## src/rtl/pipeline_hazard_ctrl_pkg.sv

```systemverilog
// Shared types for the pipeline hazard controller: FSM states, MemtoReg encodings,
// the bundled enable/flush control word and the load-use match helper.
package pipeline_hazard_ctrl_pkg;

  typedef enum logic [1:0] {
    StRun     = 2'd0,
    StMemWait = 2'd1,
    StErr     = 2'd2
  } haz_state_e;

  localparam logic [1:0] MEMTOREG_ALU  = 2'b00;
  localparam logic [1:0] MEMTOREG_LOAD = 2'b01;

  typedef struct packed {
    logic pc_en;
    logic en_ifid;
    logic en_idex;
    logic en_exmem;
    logic en_memwb;
    logic flush_ifid;
    logic flush_idex;
    logic flush_memwb;
  } haz_ctrl_t;

  // A load whose result is read by the instruction directly behind it; x0 never matches.
  function automatic logic load_use_hit(
    input logic [4:0] rs1_addr,
    input logic       rs1_used,
    input logic [4:0] rs2_addr,
    input logic       rs2_used,
    input logic [4:0] rd_addr,
    input logic       reg_write,
    input logic [1:0] mem_to_reg
  );
    logic rs1_hit;
    logic rs2_hit;
    rs1_hit = rs1_used && (rs1_addr == rd_addr);
    rs2_hit = rs2_used && (rs2_addr == rd_addr);
    return reg_write && (mem_to_reg == MEMTOREG_LOAD) && (rd_addr != 5'd0) &&
           (rs1_hit || rs2_hit);
  endfunction

endpackage

```

## src/rtl/hazard_perf_cnt.sv

```systemverilog
// Saturating stall-cycle and flush-event counters for the hazard controller.
// Instantiated only when HAZ_PERF_CNT_EN is defined.
module hazard_perf_cnt (
  input  logic        clk_i,
  input  logic        rst_ni,
  input  logic        stall_i,
  input  logic        flush_i,
  output logic [31:0] stall_cycles_o,
  output logic [31:0] flush_events_o
);

  logic [31:0] stall_q, stall_d;
  logic [31:0] flush_q, flush_d;

  always_comb begin
    stall_d = stall_q;
    flush_d = flush_q;
    if (stall_i && (stall_q != 32'hFFFF_FFFF)) begin
      stall_d = stall_q + 32'd1;
    end
    if (flush_i && (flush_q != 32'hFFFF_FFFF)) begin
      flush_d = flush_q + 32'd1;
    end
  end

  always_ff @(posedge clk_i or negedge rst_ni) begin
    if (!rst_ni) begin
      stall_q <= '0;
      flush_q <= '0;
    end else begin
      stall_q <= stall_d;
      flush_q <= flush_d;
    end
  end

  assign stall_cycles_o = stall_q;
  assign flush_events_o = flush_q;

endmodule

```

## src/rtl/pipeline_hazard_ctrl.sv

```systemverilog
// Stall/flush controller for the 5-stage pipeline with a memory-wait timeout FSM.
// Define HAZ_PERF_CNT_EN to add the stall_cycles/flush_events performance counters.
module pipeline_hazard_ctrl
  import pipeline_hazard_ctrl_pkg::*;
#(
  parameter int unsigned MEM_TIMEOUT = 16
) (
  input  logic        clk_HAZ,
  input  logic        rst_n_HAZ,
  input  logic [4:0]  Rs1_addr_ID,
  input  logic [4:0]  Rs2_addr_ID,
  input  logic        Rs1_used_ID,
  input  logic        Rs2_used_ID,
  input  logic [4:0]  Rd_addr_EX,
  input  logic        RegWrite_EX,
  input  logic [1:0]  MemtoReg_EX,
  input  logic        Branch_taken_EX,
  input  logic        mem_req_MEM,
  input  logic        mem_ready_MEM,
  output logic        PC_en,
  output logic        en_IFID,
  output logic        en_IDEX,
  output logic        en_EXMEM,
  output logic        en_MEMWB,
  output logic        flush_IFID,
  output logic        flush_IDEX,
  output logic        flush_MEMWB,
  output logic        mem_err
`ifdef HAZ_PERF_CNT_EN
  ,
  output logic [31:0] stall_cycles,
  output logic [31:0] flush_events
`endif
);

  localparam int unsigned CntW = $clog2(MEM_TIMEOUT + 1);
  localparam logic [CntW-1:0] TimeoutVal = CntW'(MEM_TIMEOUT);

  haz_state_e      state_q, state_d;
  logic [CntW-1:0] cnt_q, cnt_d;
  haz_ctrl_t       ctrl;
  logic            err;
  logic            mem_wait;
  logic            load_use;

  assign mem_wait = mem_req_MEM && !mem_ready_MEM;
  assign load_use = load_use_hit(Rs1_addr_ID, Rs1_used_ID, Rs2_addr_ID, Rs2_used_ID,
                                 Rd_addr_EX, RegWrite_EX, MemtoReg_EX);

  always_comb begin
    state_d = state_q;
    cnt_d   = cnt_q;
    unique case (state_q)
      StRun: begin
        if (mem_wait) begin
          state_d = StMemWait;
          cnt_d   = CntW'(1);
        end
      end
      StMemWait: begin
        if (!mem_req_MEM || mem_ready_MEM) begin
          state_d = StRun;
          cnt_d   = '0;
        end else if (cnt_q == TimeoutVal) begin
          state_d = StErr;
        end else begin
          cnt_d = cnt_q + CntW'(1);
        end
      end
      StErr: begin
        state_d = StErr;
      end
      default: begin
        state_d = StRun;
        cnt_d   = '0;
      end
    endcase
  end

  always_ff @(posedge clk_HAZ or negedge rst_n_HAZ) begin
    if (!rst_n_HAZ) begin
      state_q <= StRun;
      cnt_q   <= '0;
    end else begin
      state_q <= state_d;
      cnt_q   <= cnt_d;
    end
  end

  // Reset is decoded combinationally so every pipeline register holds while it is low.
  always_comb begin
    ctrl = '0;
    err  = 1'b0;
    if (!rst_n_HAZ) begin
      ctrl = '0;
    end else if (state_q == StErr) begin
      err = 1'b1;
    end else if (mem_wait) begin
      ctrl.en_memwb    = 1'b1;
      ctrl.flush_memwb = 1'b1;
    end else if (Branch_taken_EX) begin
      ctrl.pc_en      = 1'b1;
      ctrl.en_ifid    = 1'b1;
      ctrl.en_idex    = 1'b1;
      ctrl.en_exmem   = 1'b1;
      ctrl.en_memwb   = 1'b1;
      ctrl.flush_ifid = 1'b1;
      ctrl.flush_idex = 1'b1;
    end else if (load_use) begin
      ctrl.en_idex    = 1'b1;
      ctrl.en_exmem   = 1'b1;
      ctrl.en_memwb   = 1'b1;
      ctrl.flush_idex = 1'b1;
    end else begin
      ctrl.pc_en    = 1'b1;
      ctrl.en_ifid  = 1'b1;
      ctrl.en_idex  = 1'b1;
      ctrl.en_exmem = 1'b1;
      ctrl.en_memwb = 1'b1;
    end
  end

  assign PC_en       = ctrl.pc_en;
  assign en_IFID     = ctrl.en_ifid;
  assign en_IDEX     = ctrl.en_idex;
  assign en_EXMEM    = ctrl.en_exmem;
  assign en_MEMWB    = ctrl.en_memwb;
  assign flush_IFID  = ctrl.flush_ifid;
  assign flush_IDEX  = ctrl.flush_idex;
  assign flush_MEMWB = ctrl.flush_memwb;
  assign mem_err     = err;

`ifdef HAZ_PERF_CNT_EN
  hazard_perf_cnt u_perf_cnt (
    .clk_i          (clk_HAZ),
    .rst_ni         (rst_n_HAZ),
    .stall_i        (!ctrl.pc_en && (state_q != StErr)),
    .flush_i        (ctrl.flush_ifid),
    .stall_cycles_o (stall_cycles),
    .flush_events_o (flush_events)
  );
`endif

endmodule

```

## config.mk

```make
export PLATFORM = sky130hd
export DESIGN_NAME = pipeline_hazard_ctrl
export DESIGN_NICKNAME = d
export VERILOG_FILES = /design/src/rtl/pipeline_hazard_ctrl_pkg.sv /design/src/rtl/hazard_perf_cnt.sv /design/src/rtl/pipeline_hazard_ctrl.sv
export SDC_FILE = /design/constraint.sdc
export NUM_CORES = 1
export LEC_CHECK = 0
export BUFFER_PORTS_ARGS = -buffer_cell sky130_fd_sc_hd__buf_2
export CAP_MARGIN = 20
export CORE_MARGIN = 3
export CORE_UTILIZATION = 42
export CTS_BUF_LIST = sky130_fd_sc_hd__clkbuf_8 sky130_fd_sc_hd__clkbuf_16
export CTS_CLUSTER_DIAMETER = 40
export DETAILED_ROUTE_END_ITERATION = 10
export PLACE_DENSITY_LB_ADDON = 0.25
export SKIP_LAST_GASP = 1
export SLEW_MARGIN = 0
export SYNTH_ARGS = -nofsm -noshare
export SYNTH_HDL_FRONTEND = slang
export SYNTH_SLANG_ARGS = --single-unit
```

## constraint.sdc

```tcl
create_clock -name clk_HAZ -period 1.7 [get_ports clk_HAZ]
set_input_delay 0.17 -clock clk_HAZ [delete_from_list [all_inputs] [get_ports clk_HAZ]]
set_output_delay 0.17 -clock clk_HAZ [all_outputs]
set_load 0.005 [all_outputs]
```

==> qor.yml <==
sta:
  fin_crit_ps: 1540
  hold_viol_final: 0
  setup_viol: 0
  finClkSkew_ps: 0.283
  post-route-period-util: 0.908
  maxSlewHeadroom: 0.734
  rsz0062_at_grt: "false"
  slew_violations: 0
  max_freq_mhz: 648
  tightest_slew_ps: 393
  setup_ws_ps: 156
  tns_ps: 0
clocking:
  clock_sink_count: 7
  cts.path.max_buffers: 2
  cts_tree: "yes"
  cts_setup_buffers: 0
  h-tree-depth: 1
  cts_made_buffers: 3
  insertion_delay_ps: 230
  clk_pin_slew_worst_paths_ps: 40
  cts_root_buffer: "clkbuf_8"
synth:
  synth_area_um2: 602
  postSynthCellCount: 70
  yosysTopAreaCell: "dfrtp_1"
  syn_area_per_cell_um2: 8.60
  synth-edff-count: 0
  synth-seq-cells: 7
  synth-main-ff-cell: "dfrtp_1"
  synthTopCellsByArea: "dfrtp_1, xor2_1, o31ai_1, inv_1, ha_1"
  synthArstFlopShare: 1.00
  yosys.cell_count.top_type: "xor2_1"
  synth_top_area_frac: 0.291
  synth_common_cells: "xor2_1, dfrtp_1, inv_1, nand2_1"
  ys_warn_count: 0
  synth.distinct_cells: 26
  synth_nets: 97
  yosysSeqAreaShare: 0.291
drt:
  wl_met1_um: 612
  ant_nets: 0
  wl_met3_um: 56
  drt-vias-per-instance: 5.12
  wire_per_inst_um: 12.1
  dr.pass1.iters: 2
  vias: 625
  drtIter0Drc: 8
  top_layer: "met4"
  wl_met2_um: 802
  totalWireLength_um: 1480
  drc: 0
global_routing:
  grt_pass1_wl_um: 2500
  antenna_found_initial: 0
  overflow: 0
  grtUsageTotal: 0.171
  grt_pass1_vias: 592
  grt_max_degree: 9
floorplanning:
  die_h_um: 43.9
  start_util: 0.457
  fp.coreArea_um2: 1320
  dieArea_um2: 1920
  die_w_um: 43.9
  pin_count: 34
  fp-row-count: 13
outcome:
  status: "finished clean"
power_and_ir_drop:
  leakagePower_nw: 0.428
  peakVddDrop_mv: 0.533
  p_per_area_nw_per_um2: 641
  power_uw: 540
layout:
  fillers: 122
  fin_nets: 135
  drive_above_1_share: 0.393
  final_cells: 122
  area_growth_pct: 39.9
  diodes: 0
  fin_util: 0.639
setup_path:
  worst_ep_arrival_time_ps: 1370
  cp.required_ps: 1530
  cp_cell_sequence: "dlygate4sd3_1 > buf_2 > nand2_1 > inv_1 > nand2_1 > inv_1 > nand2_1 > o31ai_1 > buf_2"
  critical_path_buf_inv_count: 5
  reg2reg_depth: 4
  cp_num_cells: 9
  cp-end-kind: "primary output"
  cp_max_fo: 4
  criticalPathCategory: "primary input to primary output"
  cpLargestDelayFamily: "buffers and inverters"
  critPathMaxStageDelay_ps: 520
  critPathLaunchType: "primary input"
  timing.critical_path.mode_cell: "nand2_1"
  slowest_stage: "dlygate4sd3_1"
worst_hold_path:
  hp-class: "primary input to flop"
  hold_depth: 3
placed_design:
  dp_slack_ps: 191
  hpwl_um: 1220
  routabilityCongestion: 0.765
  port_buffers: 33
  place_inst: 117
run:
  drv_cap: 0
[cells in the final DEF (no fill, tap or decap), types with 2 or more instances in the layout]
| master | n |
|---|---|
| nor2_1 | 4 |
| clkbuf_8 | 3 |
| buf_2 | 33 |
| ha_1 | 2 |
| xor2_1 | 8 |
| a21oi_1 | 4 |
| inv_1 | 8 |
| nand3_1 | 2 |
| nand2_1 | 6 |
| o31ai_1 | 4 |
| nor2b_1 | 3 |
| xnor2_1 | 2 |
| o21ai_0 | 4 |
| dfrtp_1 | 6 |
| nand4bb_1 | 2 |
[layout make-up]
| cell class | count | area [um2] | area share |
|---|---|---|---|
| clock buffers | 3 | 41.3 | 0.0490 |
| repair buffers | 35 | 183 | 0.217 |
| well taps | 15 | 18.8 | 0.0223 |
| flip-flops and latches | 7 | 176 | 0.210 |
| inverters | 7 | 26.3 | 0.0312 |
| clock inverters | 1 | 3.75 | 0.00446 |
| multi-input cells | 54 | 393 | 0.467 |
[power breakdown]
part	internal (mW)	leakage, nW	switching (mW)
sequential	0.175	0.0930	0.00979
combinational	0.0639	0.308	0.0596
clock	0.156	0.0269	0.0757
total	0.395	0.428	0.145
[worst register-to-register path, stage by stage, from the launching register on]
cell	delay (ps)
dfrtp_1	400
or3b_1	460
nor2b_1	190
o21ai_0	160
o31ai_1	90
[through the flow]
step           hold WS (ps)  instance area [um2]
2_1_floorplan          -126                  602
3_3_place_gp            124                  778
3_5_place_dp            116                  778
4_1_cts                 332                  833
5_1_grt                 362                  842
6_report                339                  842
[cell families (layout without fill, tap and decap cells)]
group,after synthesis,after routing,share of synthesized area
adders and majority gates,2,2,0.0416
AOI/OAI and AO/OA,17,17,0.193
buffers and inverters,9,46,0.0686
xor gates and xnor gates,10,10,0.146
and+or+nand+nor,25,25,0.260
DFF,7,7,0.291
[metal layers]
layer  GRT usage  vias to the layer above
met4      0.0542                        0
met5           0                        -
met3      0.0249                        2
li1            -                      321
met2       0.299                       15
met1       0.212                      287
[final timing paths]
path / startpoint / end / slack (ps)
max in group asynchronous: rst_n_HAZ / state_q[0] / 1150
worst min-delay path: mem_ready_MEM / state_q[0] / 340
worst max register to register: state_q[1] / cnt_q[3] / 270
min in group asynchronous: rst_n_HAZ / cnt_q[2] / 410
worst max-delay path: rst_n_HAZ / flush_IDEX / 160
worst min register to register: cnt_q[4] / cnt_q[4] / 510
[repair_timing]
item / in CTS / in global routing
gates resized for setup: 0 / 2
hold endpoints to repair: 7 / 0
setup endpoints to repair: 0 / 4
hold buffers: 1 / 0
[state kept, by name, summed over array words and instances (netlist names)]
name / count
cnt_q: 5
state_q: 2
Power figures use the tool's default switching activity.
